[config.mk]
export PLATFORM = sky130hd
export DESIGN_NAME = ct_ebiu_ncrt
export DESIGN_NICKNAME = d
export VERILOG_FILES = /design/src/rtl/ct_ebiu_ncrt_pkg.sv /design/src/rtl/ct_ebiu_ncrt_entry.sv /design/src/rtl/ct_ebiu_ncrt.sv
export SDC_FILE = /design/constraint.sdc
export NUM_CORES = 1
export LEC_CHECK = 0
export CORE_MARGIN = 1
export CORE_UTILIZATION = 49
export CTS_CLUSTER_DIAMETER = 150
export DETAILED_ROUTE_END_ITERATION = 10
export PLACE_DENSITY = 0.77
export SKIP_CTS_REPAIR_TIMING = 1
export SLEW_MARGIN = 20
export SYNTH_ARGS = -nofsm -noshare
export SYNTH_HDL_FRONTEND = slang
export SYNTH_SLANG_ARGS = --single-unit
export TNS_END_PERCENT = 20
[constraint.sdc]
create_clock -name forever_cpuclk -period 12.3 [get_ports forever_cpuclk]
set_input_delay 1.23 -clock forever_cpuclk [delete_from_list [all_inputs] [get_ports forever_cpuclk]]
set_output_delay 1.23 -clock forever_cpuclk [all_outputs]
set_load 0.03 [all_outputs]
[src/rtl/ct_ebiu_ncrt_pkg.sv]
// Shared definitions for the EBIU non-cacheable read table: entry state
// encoding, bus id prefix, line-address slice and PIU select decode.
package ct_ebiu_ncrt_pkg;

  typedef enum logic [1:0] {
    ST_FREE   = 2'b00,
    ST_WDEP   = 2'b01,
    ST_RDY    = 2'b10,
    ST_WAIT_R = 2'b11
  } ncrt_state_e;

  localparam logic [5:0] BUS_ID_PFX = 6'b111101;

  // 64B line slice compared by the NC write table when building depd vectors
  localparam int LINE_MSB = 13;
  localparam int LINE_LSB = 6;

  function automatic logic [3:0] piu_sel_decode(input logic [2:0] mid);
    if (mid[2]) return 4'b1111;
    return 4'b0001 << mid[1:0];
  endfunction

endpackage

[src/rtl/ct_ebiu_ncrt_entry.sv]
// One read-table entry: holds the request, waits out NC write dependencies,
// then counts R beats until the last one frees it.
module ct_ebiu_ncrt_entry
  import ct_ebiu_ncrt_pkg::*;
#(
  parameter int NCWT_ENTRIES = 8,
  parameter int ADDRW        = 40
) (
  input  logic                    clk,
  input  logic                    rst,
  input  logic                    alloc,
  input  logic [7:0]              alloc_id,
  input  logic [ADDRW-1:0]        alloc_addr,
  input  logic [1:0]              alloc_len,
  input  logic [NCWT_ENTRIES-1:0] alloc_depd,
  input  logic [NCWT_ENTRIES-1:0] ncwt_vld_vec,
  input  logic                    issue,
  input  logic                    beat,
  input  logic                    rlast,
  output ncrt_state_e             state,
  output logic [7:0]              id,
  output logic [ADDRW-1:0]        addr,
  output logic [1:0]              len,
  output logic [1:0]              beat_cnt
);

  logic [NCWT_ENTRIES-1:0] depd;

  always_ff @(posedge clk or posedge rst) begin
    if (rst) begin
      state    <= ST_FREE;
      id       <= '0;
      addr     <= '0;
      len      <= '0;
      beat_cnt <= '0;
      depd     <= '0;
    end else begin
      case (state)
        ST_FREE: begin
          if (alloc) begin
            id    <= alloc_id;
            addr  <= alloc_addr;
            len   <= alloc_len;
            depd  <= alloc_depd;
            state <= (|alloc_depd) ? ST_WDEP : ST_RDY;
          end
        end
        ST_WDEP: begin
          // Retired writes drop out of depd; the move to RDY trails by a cycle.
          depd <= depd & ncwt_vld_vec;
          if (depd == '0) state <= ST_RDY;
        end
        ST_RDY: begin
          if (issue) begin
            state    <= ST_WAIT_R;
            beat_cnt <= '0;
          end
        end
        ST_WAIT_R: begin
          if (beat) begin
            beat_cnt <= beat_cnt + 2'd1;
            if (rlast) state <= ST_FREE;
          end
        end
      endcase
    end
  end

endmodule

[src/rtl/ct_ebiu_ncrt.sv]
// Non-cacheable read table: allocates NC reads, stalls them behind NC writes
// to the same line, issues AR in allocation order and routes R back to PIU.
module ct_ebiu_ncrt
  import ct_ebiu_ncrt_pkg::*;
#(
  parameter int ENTRIES      = 4,
  parameter int NCWT_ENTRIES = 8,
  parameter int ADDRW        = 40,
  parameter int IDXW         = $clog2(ENTRIES),
  parameter logic [7-IDXW:0] BUS_ID_PFX = ct_ebiu_ncrt_pkg::BUS_ID_PFX
) (
  input  logic                    forever_cpuclk,
  input  logic                    cpurst,
  input  logic                    ncq_rd_create_vld,
  output logic                    ncq_rd_create_rdy,
  input  logic [7:0]              ncq_rd_id,
  input  logic [ADDRW-1:0]        ncq_rd_addr,
  input  logic [1:0]              ncq_rd_len,
  input  logic [NCWT_ENTRIES-1:0] ncwt_depd_vec,
  input  logic [NCWT_ENTRIES-1:0] ncwt_vld_vec,
  output logic                    ebiu_arvalid,
  input  logic                    ebiu_arready,
  output logic [7:0]              ebiu_arid,
  output logic [ADDRW-1:0]        ebiu_araddr,
  output logic [1:0]              ebiu_arlen,
  input  logic                    ebiu_rvalid,
  output logic                    ebiu_rready,
  input  logic [7:0]              ebiu_rid,
  input  logic [1:0]              ebiu_rresp,
  input  logic                    ebiu_rlast,
  output logic                    piu_rvalid,
  input  logic                    piu_rready,
  output logic [7:0]              piu_rid,
  output logic [1:0]              piu_rresp,
  output logic                    piu_rlast,
  output logic [3:0]              ncrt_piu_sel,
  output logic                    ncrt_empty,
  output logic                    ncrt_prot_err
);

  ncrt_state_e      st     [ENTRIES];
  logic [7:0]       e_id   [ENTRIES];
  logic [ADDRW-1:0] e_addr [ENTRIES];
  logic [1:0]       e_len  [ENTRIES];
  logic [1:0]       e_beat [ENTRIES];

  logic [ENTRIES-1:0]      free_vec, alloc_vec, issue_vec, beat_vec;
  logic [IDXW-1:0]         alloc_idx, head, r_idx;
  logic [IDXW-1:0]         fifo [ENTRIES];
  logic [IDXW-1:0]         wr_ptr, rd_ptr;
  logic [IDXW:0]           fifo_cnt;
  logic [NCWT_ENTRIES-1:0] new_depd;
  logic                    create, ar_hs, hit, hit_hs;

  always_comb begin
    free_vec  = '0;
    alloc_idx = '0;
    for (int i = 0; i < ENTRIES; i++) free_vec[i] = (st[i] == ST_FREE);
    for (int i = ENTRIES - 1; i >= 0; i--) begin
      if (free_vec[i]) alloc_idx = IDXW'(i);
    end
  end

  assign ncq_rd_create_rdy = |free_vec;
  assign ncrt_empty        = &free_vec;
  assign create            = ncq_rd_create_vld & ncq_rd_create_rdy;
  assign new_depd          = ncwt_depd_vec & ncwt_vld_vec;

  // All channels use valid/ready: a transfer happens on a cycle where both are
  // high; arvalid holds with stable fields until accepted.
  assign head         = fifo[rd_ptr];
  assign ebiu_arvalid = (fifo_cnt != '0) && (st[head] == ST_RDY);
  assign ebiu_arid    = {BUS_ID_PFX, head};
  assign ebiu_araddr  = e_addr[head];
  assign ebiu_arlen   = e_len[head];
  assign ar_hs        = ebiu_arvalid & ebiu_arready;

  assign r_idx        = ebiu_rid[IDXW-1:0];
  assign hit          = (st[r_idx] == ST_WAIT_R) && (ebiu_rid[7:IDXW] == BUS_ID_PFX);
  assign hit_hs       = hit & ebiu_rvalid & piu_rready;
  assign piu_rvalid   = hit & ebiu_rvalid;
  // Unknown ids are drained so a stray beat cannot wedge the R channel.
  assign ebiu_rready  = ~cpurst & (hit ? piu_rready : 1'b1);
  assign piu_rid      = hit ? e_id[r_idx] : 8'h00;
  assign piu_rresp    = ebiu_rresp;
  assign piu_rlast    = ebiu_rlast;
  assign ncrt_piu_sel = piu_sel_decode(piu_rid[7:5]);

  always_comb begin
    alloc_vec = '0;
    issue_vec = '0;
    beat_vec  = '0;
    alloc_vec[alloc_idx] = create;
    issue_vec[head]      = ar_hs;
    beat_vec[r_idx]      = hit_hs;
  end

  for (genvar g = 0; g < ENTRIES; g++) begin : g_entry
    ct_ebiu_ncrt_entry #(
      .NCWT_ENTRIES(NCWT_ENTRIES),
      .ADDRW       (ADDRW)
    ) u_entry (
      .clk         (forever_cpuclk),
      .rst         (cpurst),
      .alloc       (alloc_vec[g]),
      .alloc_id    (ncq_rd_id),
      .alloc_addr  (ncq_rd_addr),
      .alloc_len   (ncq_rd_len),
      .alloc_depd  (new_depd),
      .ncwt_vld_vec(ncwt_vld_vec),
      .issue       (issue_vec[g]),
      .beat        (beat_vec[g]),
      .rlast       (ebiu_rlast),
      .state       (st[g]),
      .id          (e_id[g]),
      .addr        (e_addr[g]),
      .len         (e_len[g]),
      .beat_cnt    (e_beat[g])
    );
  end

  always_ff @(posedge forever_cpuclk or posedge cpurst) begin
    if (cpurst) begin
      wr_ptr   <= '0;
      rd_ptr   <= '0;
      fifo_cnt <= '0;
      for (int i = 0; i < ENTRIES; i++) fifo[i] <= '0;
    end else begin
      if (create) begin
        fifo[wr_ptr] <= alloc_idx;
        wr_ptr       <= wr_ptr + 1'b1;
      end
      if (ar_hs) rd_ptr <= rd_ptr + 1'b1;
      fifo_cnt <= fifo_cnt + (IDXW+1)'(create) - (IDXW+1)'(ar_hs);
    end
  end

  always_ff @(posedge forever_cpuclk or posedge cpurst) begin
    if (cpurst) begin
      ncrt_prot_err <= 1'b0;
    end else if ((ebiu_rvalid && !hit) ||
                 (hit_hs && (ebiu_rlast != (e_beat[r_idx] == e_len[r_idx])))) begin
      ncrt_prot_err <= 1'b1;
    end
  end

endmodule

After elaboration in Yosys (flattened, before gate mapping)
Index checks and enable logic that the tools add are counted.

word-level totals
  bits in registers = 264
  input bits = 83
  output and inout port bits = 71
  word-level logic and storage cells = 237

operators by class
  add/sub/neg operators = 8
  $lt $le $gt $ge = 11
  eq/ne operators = 37
  shift operators = 1
  muxes and demuxes = 84
  bitwise operators = 18
  reduce and logical (&&, ||, !) cells = 46

operator list
  kind                                                      number
  2-to-1 mux 2 bit                                          43
  binary-select mux 40 bit (select 2 bit)                   1
  2-to-1 mux 40 bit                                         2
  one-hot mux 8 bit (2 select lines)                        4
  2-to-1 mux 8 bit                                          7
  bitwise AND 8 bit                                         5
  zero test 8 bit                                           4
  one-hot mux 2 bit (4 select lines)                        4
  binary-select mux 2 bit (select 2 bit)                    6
  inequality test 2 bit, second input constant              12
  == test 2 bit, second input constant                      10
  AND reduction 5 bit                                       4
  binary-select mux 8 bit (select 2 bit)                    1
  inequality test 2 x 1 -> 1 bit, second input constant     8
  one-hot mux 2 bit (2 select lines)                        4
  AND reduction 2 bit                                       8
  nonzero test 2 bit                                        8
  adder 2 x 1 -> 2 bit, second input constant               6
  bitwise AND 4 bit                                         3
  greater-or-equal comparator 3 bit, second input constant  4
  inverter 2 -> 3 bit                                       4
  AND reduction 3 bit                                       4
  < comparator 2 x 3 -> 1 bit, second input constant        3
  bitwise mux 8 bit                                         1
  other kinds (23)                                          49

Depth between registers and ports, before layout
Gate-level depths: netlist of the first run.

  depth in word-level cells = 14
  mapped depth = 13
  depth with buffers taken out = 12

By module
Synthesis of the first run repeated with hierarchy kept, for this count alone.

second synthesis, totals
  cell total of the unflattened synthesis = 989
  area, all modules = 13120.1 µm²

by module, submodules not included
  module                                        instances  cells an instance  area an instance (µm²)  seq. area each (µm²)
  ct_ebiu_ncrt_entry at g_entry[2].u_entry ...  2          188                2613.8                  1551.5
  ct_ebiu_ncrt_entry at g_entry[0].u_entry ...  2          196                2608.8                  1551.5
  ct_ebiu_ncrt                                  1          221                2675.1                  400.4

Least setup slack after synthesis of the first run
OpenSTA, ideal clock, no wires.

  kind = in2out
  start point = input port ebiu_rid[1]
  end point = output port ebiu_rready
  data arrival time = 2.898 ns
  data required time = 11.070 ns
  path slack = 8.172 ns
  stages = 7
  buffers on the path = 2
  cell sequence = clkbuf_1 > and4b_1 > nor4_1 > or3_1 > clkbuf_1 > nor2_1 > nor2_1

on the way
  longest elaborated chain between the ends = 8

RTL lines
  element                                               RTL line            source
  from (decl)                                           ct_ebiu_ncrt.sv:28  input logic [7:0] ebiu_rid,
  inverter 2 -> 3 bit (implied by the code)             ct_ebiu_ncrt.sv:79  assign hit = (st[r_idx] == ST_WAIT_R) && (ebiu_rid[7:IDXW] == BUS_ID_PFX);
  binary-select mux 2 bit (select 2 bit)                ct_ebiu_ncrt.sv:79
  2-to-1 mux 2 bit (implied by the code) (2 in series)  ct_ebiu_ncrt.sv:79
  == test 2 bit                                         ct_ebiu_ncrt.sv:79
  logical AND 1 bit                                     ct_ebiu_ncrt.sv:79
  2-to-1 mux 1 bit                                      ct_ebiu_ncrt.sv:83  assign ebiu_rready = ~cpurst & (hit ? piu_rready : 1'b1);
  bitwise AND 1 bit                                     ct_ebiu_ncrt.sv:83
  to (decl)                                             ct_ebiu_ncrt.sv:27  output logic ebiu_rready,

No other way between the ends. The select of a mux whose other input is x is not followed.

Final worst setup path of the first run
  start point = input port ebiu_rid[1]
  end point = output port ncrt_piu_sel[0]

on the way
  longest elaborated chain between the ends = 9
  elaborated cells on any way between the ends = 13
  classes of those cells = eq/ne: 1; shift: 1; mux: 9; bitwise: 1; reduce/logical: 1

RTL lines
  element                                                        RTL line                                        source
  inverter 2 -> 3 bit (implied by the code) *                    ct_ebiu_ncrt.sv:79, ct_ebiu_ncrt.sv:84
  binary-select mux 2 bit (select 2 bit)                         ct_ebiu_ncrt.sv:79
  2-to-1 mux 2 bit (implied by the code) (2 in series)           ct_ebiu_ncrt.sv:79
  == test 2 bit                                                  ct_ebiu_ncrt.sv:79
  logical AND 1 bit                                              ct_ebiu_ncrt.sv:79
  2-to-1 mux 8 bit *                                             ct_ebiu_ncrt.sv:84                              assign piu_rid = hit ? e_id[r_idx] : 8'h00;
  left shift 1 x 2 -> 4 bit or 2-to-1 mux 1 bit (tied branches)  ct_ebiu_ncrt_pkg.sv:20, ct_ebiu_ncrt_pkg.sv:19
  2-to-1 mux 4 bit *                                             ct_ebiu_ncrt_pkg.sv:20                          return 4'b0001 << mid[1:0];
  to (decl)                                                      ct_ebiu_ncrt.sv:36                              output logic [3:0] ncrt_piu_sel,

Mark *: on every way between the ends. The rest lies on a longest branch, timed or not. The select of a mux whose other input is x is not followed.

==> reports/metrics.yaml, run 1 <==
status: "complete, no violations"
ys_seq_elements: 264
htreeDepth: 1
async_flop_share_pct: 100
num_antenna_cells: 0
ant_nets: 0
place_area_mm2: 0.0146
fp.dieH_um: 164
layout.nets: 1372
start_util_pct: 49.7
track_usage_pct: 23.2
design_area_mm2: 0.0156
startpoint_type: "input pin"
netlist_top_cells_count: "347 x nand2_1, 264 x dfrtp_1, 111 x mux2_2"
yosysWarnings: 0
core_area_mm2: 0.0260
grt_pass1_wl_um: 49200
antenna_found_initial: 0
routed_wl_um: 30800
power.density_mw_per_mm2: 239
synth-edff-count: 0
cts_tree: "built"
gp_congestion: 0.863
period_share_pct: 44.2
fmax_ghz: 0.184
worstSetupPathType: "in -> out"
clk_pin_slew_worst_paths_ns: 0.06
fillers: 2098
globalRouteOverflowTotal: 0
slew_viol_final: 0
num_rows: 59
routed_via_density: 5.72
min-delay-start: "g_entry[3].u_entry.addr[28]$_DFFE_PP0P_"
crit_required_ns: 11.07
path_max_fanout: 19
hpwl_um: 19300
synth_flop_cell: "dfrtp_1"
max-slew-margin-rel_pct: 32.9
arrival_ns: 4.21
dp.cells: 1569
synth.most_common_cell: "nand2_1"
setup.worst_path.end_class: "primary output"
setup_viol: 0
synth_cells: 1148
cts_sinks: 264
grt_max_degree: 131
first_global_vias: 9355
clockRootBuffer: "clkbuf_16"
rsz0062_at_grt: "no"
whs_path_depth: 2
clkLatencyLatePin_ns: 0.56
drtIter0Drc: 760
postSynthAreaPerCell_um2: 11.3
drive_above_1_share_pct: 18.3
wl_per_cell_um: 19.0
worst-r2r-setup-slack_ns: 8.49
area_delta_synth_final_pct: 20.8
fin_util_pct: 60.1
power_leakage_nw: 7.02
vias: 9267
tightest_slew_ns: 1.01
pin_count: 154
die_area_mm2: 0.0270
r2r_start: "rd_ptr[0]$_DFFE_PP0P_"
period_minus_slack_ns: 5.44
dr.pass1.iters: 5
setup_tns_ns: 0
ir_drop_v: 0.000185
synth_top_cell_area_share_pct: 51.1
die_w_um: 164
synth_area_leaders: "dfrtp_1 51%, nand2_1 10%, mux4_2 9.9%"
syn_area_mm2: 0.0129
reg2reg_depth: 10
drc: 0
instances_no_fill: 1621
yosysTopAreaCell: "dfrtp_1"
clockBufferDepth: 3
skew_ns: 0.0181
port-buffer-count: 143
finalHoldViolations: 0
yosysSeqAreaShare_pct: 51.1
synth_cell_type_count: 61
min_path_type: "reg -> reg"
max-cap-violations: 0
cts_buffers: 29
startpoint: "ebiu_rid[1]"
registers in the layout, indices dropped and copies added, names as in the netlist:
| signal | count |
|---|---|
| g_entry.u_entry.state | 8 |
| wr_ptr | 2 |
| g_entry.u_entry.len | 8 |
| g_entry.u_entry.addr | 160 |
| fifo_cnt | 3 |
| fifo | 8 |
| rd_ptr | 2 |
| g_entry.u_entry.id | 32 |
| g_entry.u_entry.depd | 32 |
| ncrt_prot_err | 1 |
| g_entry.u_entry.beat_cnt | 8 |
cell usage in the layout, fill, tap and decap left out, drive strengths merged, types with 4 or more instances in the layout:
cell type	count
nor4	6
nand2	347
inv	34
nor2b	4
a21oi	19
mux2i	10
o21ai	23
buf	9
and2	8
nand3	6
nand2b	9
and4b	4
nor2	23
conb	6
clkbuf	40
dfrtp	264
mux2	113
xnor2	4
and3	8
clkdlybuf4s50	142
mux4	57
and4	4
or4	6
nand4b	5
a22o	45
o22ai	9
bufinv	6
ha	23
stage by stage:
step	power [mW]	hold WS, ns	worst slack [ns]
after floorplan	2.28	0.440	3.80
after detailed placement	2.79	0.461	6.70
after CTS	3.76	0.475	6.70
after global placement	2.75	0.452	6.79
final	3.73	0.472	6.86
after global routing	3.90	0.482	6.64
where the power goes:
| part | total, mW | switching (mW) | internal [mW] |
|---|---|---|---|
| logic | 1.53 | 0.787 | 0.739 |
| clock network | 0.950 | 0.358 | 0.592 |
| registers | 1.25 | 0.139 | 1.11 |
area by class of cell:
cell class	count	area (um2)	share of cell area [%]
sequential	264	6610	42.3
multi-input combinational	786	5910	37.9
timing repair buffer	151	1490	9.52
clock buffer	40	817	5.23
tap	335	419	2.68
clock inverter	12	241	1.55
inverter	33	131	0.842
worst paths after layout:
check                                                        endpoint
setup / recovery                                      ncrt_piu_sel[0]
hold / removal                g_entry[3].u_entry.addr[28]$_DFFE_PP0P_
setup reg to reg                                fifo_cnt[2]$_DFF_PP0_
hold reg to reg               g_entry[3].u_entry.addr[28]$_DFFE_PP0P_
max in group asynchronous       g_entry[0].u_entry.len[1]$_DFFE_PP0P_
min in group asynchronous  g_entry[0].u_entry.beat_cnt[1]$_DFFE_PP0P_
worst max-delay path, stage by stage:
cell	delay, ns
clkdlybuf4s50_1	0.85
nor4bb_1	0.60
nor4_1	0.15
or3_1	0.47
a211o_1	0.32
clkdlybuf4s50_1	0.59
cell families (layout without fill, tap and decap cells):
family	count (synthesis)	after routing	synth area share, %
AO/OA/AOI/OAI	126	126	7.19
AND/OR/NAND/NOR	443	443	14.8
other	2	6	0.0581
XOR/XNOR	7	7	0.475
flip-flops	264	264	51.1
buffers and inverters	102	236	3.45
adder cells (fa/ha/maj)	24	24	2.38
multiplexers	180	180	20.6
layer usage:
| metal | track usage (%) | wire length, um | up-vias |
|---|---|---|---|
| li1 | - | - | 4258 |
| met1 | 30.8 | 12900 | 4650 |
| met2 | 38.7 | 15000 | 298 |
| met3 | 4.22 | 1980 | 61 |
| met4 | 7.88 | 935 | 0 |
| met5 | 0 | 0 | - |
Power figures use the tool's default switching activity.
==> run 2: changes to the inputs <==
Clock period 12.3 ns to 5.2 ns, I/O delays scaled along.
==> reports/metrics.yaml, run 2 (synthesis results as in run 1) <==
fp.dieH_um: 164
area_delta_synth_final_pct: 20.2
reg2reg_depth: 10
largest_register_ffs: 160
cp_top_family: "multiplexers"
clockBufferDepth: 3
period_share_pct: 79.8
layout.nets: 1375
globalRouteOverflowTotal: 0
fillers: 2107
slew_viol_final: 0
min_path_type: "in -> async"
r2r_end: "fifo_cnt[2]$_DFF_PP0_"
finalHoldViolations: 0
status: "complete, no violations"
final_common_cell: "nand2_1"
die_area_mm2: 0.0270
wl_met1_um: 13700
drive_above_1_share_pct: 18.5
hpwl_um: 19700
highest_layer: "met4"
clk_pin_slew_worst_paths_ns: 0.06
sw_frac_of_total_pct: 35.6
port-buffer-count: 143
crit_required_ns: 4.68
largestRegisters: "g_entry.u_entry.addr (160), g_entry.u_entry.depd (32), g_entry.u_entry.id (32)"
num_rows: 59
setup_viol: 0
wl_per_cell_um: 19.6
dr.pass1.iters: 7
power_leakage_nw: 6.99
arrival_ns: 3.63
sequentialPowerShare_pct: 34.8
num_antenna_cells: 0
path_max_fanout: 32
p_comb_share_pct: 42.5
drc: 0
setup_tns_ns: 0
holdWs_ns: 0.466
first_global_vias: 9483
max-slew-margin-rel_pct: 33.2
ir_drop_v: 0.000513
vias: 9396
routed_wl_um: 31700
slowest_stage: "mux4_4"
grt_pass1_wl_um: 51000
wl_met2_um: 15500
p_clk_share_pct: 22.7
largest_register: "g_entry.u_entry.addr"
setup.worst_path.end_class: "primary output"
slowest_delay_ns: 0.93
start_util_pct: 49.7
cp_num_buf_inv: 2
internal_power_mw: 5.51
ant_nets: 0
grt_max_degree: 199
routed_via_density: 5.79
drtIter0Drc: 775
track_usage_pct: 24.1
die_w_um: 164
antenna_found_initial: 0
r2r_start: "rd_ptr[0]$_DFFE_PP0P_"
cts_tree: "built"
tightest_slew_ns: 1.00
power.density_mw_per_mm2: 551
cts_sinks: 264
skew_ns: 0.0112
final_cell_mix: "346 x nand2_1, 264 x dfrtp_1, 143 x clkdlybuf4s50_1"
cts_buffers: 28
worst-r2r-setup-slack_ns: 1.57
rsz0062_at_grt: "no"
p_switching_mw: 3.05
worstSetupPathType: "reg -> out"
pin_count: 154
htreeDepth: 1
clkLatencyLatePin_ns: 0.55
fmax_ghz: 0.241
cp_cell_sequence: "mux4_4, buf_4, mux4_2, clkdlybuf4s50_1"
gp_congestion: 0.835
clockRootBuffer: "clkbuf_16"
max-cap-violations: 0
startpoint_type: "flip-flop"
wl_met3_um: 1810
period_minus_slack_ns: 4.15
core_area_mm2: 0.0260
==> run 2: final cells by class <==
class	count	area, um2	share of cell area (%)
clock buffers	37	795	5.12
well taps	335	419	2.70
multi-input cells	786	5910	38.1
inverters	33	128	0.822
repair buffers	155	1550	10.0
flip-flops and latches	264	6610	42.6
clock inverters	12	113	0.725
==> run 2: worst max-delay path by stage <==
stage / start / endpoint / slack (ns) / cells past startpoint
after CTS: rd_ptr[0]$_DFFE_PP0P_ / ebiu_araddr[2] / 0.97 / 4
after global placement: ebiu_rid[0] / ebiu_rready / 1.58 / 8
after detailed placement: ebiu_rid[0] / piu_rid[0] / 1.54 / 7
after floorplan: cpurst / fifo[0]$_DFFE_PP0P_ / 1.20 / 1
final: rd_ptr[0]$_DFFE_PP0P_ / ebiu_araddr[2] / 1.05 / 4
after global routing: rd_ptr[0]$_DFFE_PP0P_ / ebiu_araddr[2] / 0.85 / 4
==> run 2: layer usage <==
metal,GRT usage (%),up-vias
met5,0,-
met2,39.4,290
met1,33.5,4805
met3,3.84,59
li1,-,4242
met4,6.42,0
==> run 2: power by group through the flow <==
stage          Sequential, mW  Combinational (mW)  Clock [mW]
4_1_cts                  2.97                3.65        1.98
2_1_floorplan            2.88                2.52           0
6_report                 2.98                3.64        1.94
5_1_grt                  3.04                3.87        2.06
3_3_place_gp             2.97                3.55           0
3_5_place_dp             3.00                3.61           0
==> run 2: tightest hold or removal path: cells and delay by family <==
kind,cells,cell delay (ns)
buf+inv,3,0.90
==> run 2: stage by stage <==
step	area (um2)	std cells	total power, mW	util, %	worst slack (ns)
finish	15500	1622	8.56	59.7	1.05
global route	15500	1622	8.97	59.7	0.853
CTS	15500	1621	8.60	59.6	0.967
detailed placement	14600	1572	6.60	56.1	1.54
global placement	14600	1572	6.52	56.1	1.58
floorplan	12900	1152	5.40	-	1.20
==> run 3: changes to the inputs <==
Clock period 5.2 ns to 4 ns, I/O delays scaled along.
==> reports/metrics.yaml, run 3 (synthesis results as in run 1) <==
clkLatencyLatePin_ns: 0.56
holdWs_ns: 0.390
slowest_delay_ns: 0.76
grt_pass1_wl_um: 50300
setup_tns_ns: 0
dp.cells: 1580
max-cap-violations: 0
largest_register_ffs: 160
routed_via_density: 5.74
cp_top_family: "multiplexers"
core_area_mm2: 0.0260
power_leakage_nw: 7.06
worst_slack_ns: 0.320
finalHoldViolations: 0
fp.dieH_um: 164
worstSetupPathType: "reg -> out"
pin_count: 154
status: "complete, no violations"
num_rows: 59
crit_required_ns: 3.60
fin_util_pct: 60.2
instances_no_fill: 1630
startpoint_type: "flip-flop"
die_area_mm2: 0.0270
dr.pass1.iters: 5
period_minus_slack_ns: 3.68
slew_viol_final: 0
period_share_pct: 92.0
cts_buffers: 29
cp_num_buf_inv: 2
num_antenna_cells: 0
drtIter0Drc: 806
routed_wl_um: 31500
final_common_cell: "nand2_1"
path_max_fanout: 23
place_area_mm2: 0.0147
rsz0062_at_grt: "no"
track_usage_pct: 23.8
area_delta_synth_final_pct: 21.0
clk_pin_slew_worst_paths_ns: 0.06
power_mw: 11.3
final_cell_mix: "346 x nand2_1, 264 x dfrtp_1, 143 x clkdlybuf4s50_1"
drc: 0
antenna_found_initial: 0
die_w_um: 164
fmax_ghz: 0.272
setup.worst_path.end_class: "primary output"
setup_viol: 0
gp_congestion: 0.866
clockBufferDepth: 3
start_util_pct: 49.7
port-buffer-count: 143
slowest_stage: "mux4_4"
largestRegisters: "g_entry.u_entry.addr (160), g_entry.u_entry.depd (32), g_entry.u_entry.id (32)"
vias: 9353
power.density_mw_per_mm2: 720
cts_sinks: 264
tightest_slew_ns: 0.848
htreeDepth: 1
skew_ns: 0.0116
design_area_mm2: 0.0156
cp_cell_sequence: "mux4_4, buf_4, mux4_2, clkdlybuf4s50_1"
grt_max_degree: 100
globalRouteOverflowTotal: 0
arrival_ns: 3.28
ir_drop_v: 0.000531
drive_above_1_share_pct: 19.0
layout.nets: 1383
largest_register: "g_entry.u_entry.addr"
preCtsSetupSlack_ns: 0.678
ant_nets: 0
min_path_type: "in -> async"
max-slew-margin-rel_pct: 43.4
first_global_vias: 9418
hpwl_um: 20200
wl_per_cell_um: 19.3
cts_tree: "built"
clockRootBuffer: "clkbuf_16"
run 3: layer usage:
| metal | GRT usage (%) | vias up | share of wire [%] |
|---|---|---|---|
| met5 | 0 | - | 0 |
| met4 | 5.92 | 0 | 1.8 |
| met3 | 4.22 | 47 | 5.2 |
| met2 | 40.8 | 251 | 50 |
| met1 | 31.4 | 4786 | 43 |
| li1 | - | 4269 | - |
run 3: layout make-up:
class	instances	area, um2
clock buffers	41	861
clock inverters	9	87.6
fillers	2076	10400
inverters	33	128
multi-input cells	786	5910
flip-flops and latches	264	6610
well taps	335	419
repair buffers	162	1620
run 3: final timing paths:
check / slack (ns) / startpoint / to / cells after the start
min reg2reg: 0.47 / g_entry[1].u_entry.addr[19]$_DFFE_PP0P_ / g_entry[1].u_entry.addr[19]$_DFFE_PP0P_ / 2
min in group forever_cpuclk: 0.45 / ncq_rd_addr[39] / g_entry[3].u_entry.addr[39]$_DFFE_PP0P_ / 3
max: 0.32 / rd_ptr[0]$_DFFE_PP0P_ / ebiu_araddr[6] / 4
max in group asynchronous: 2.65 / cpurst / g_entry[0].u_entry.addr[3]$_DFFE_PP0P_ / 3
min: 0.39 / cpurst / fifo_cnt[0]$_DFF_PP0_ / 2
max reg2reg: 0.92 / rd_ptr[0]$_DFFE_PP0P_ / fifo_cnt[2]$_DFF_PP0_ / 11
run 3: report_power, final:
group          leakage, nW  internal [mW]  switching [mW]  total [mW]
logic                 3.29           2.31            2.44        4.75
clock network        0.473           1.56            1.09        2.64
registers             3.30           3.42           0.455        3.87
total                 7.06           7.28            3.98        11.3
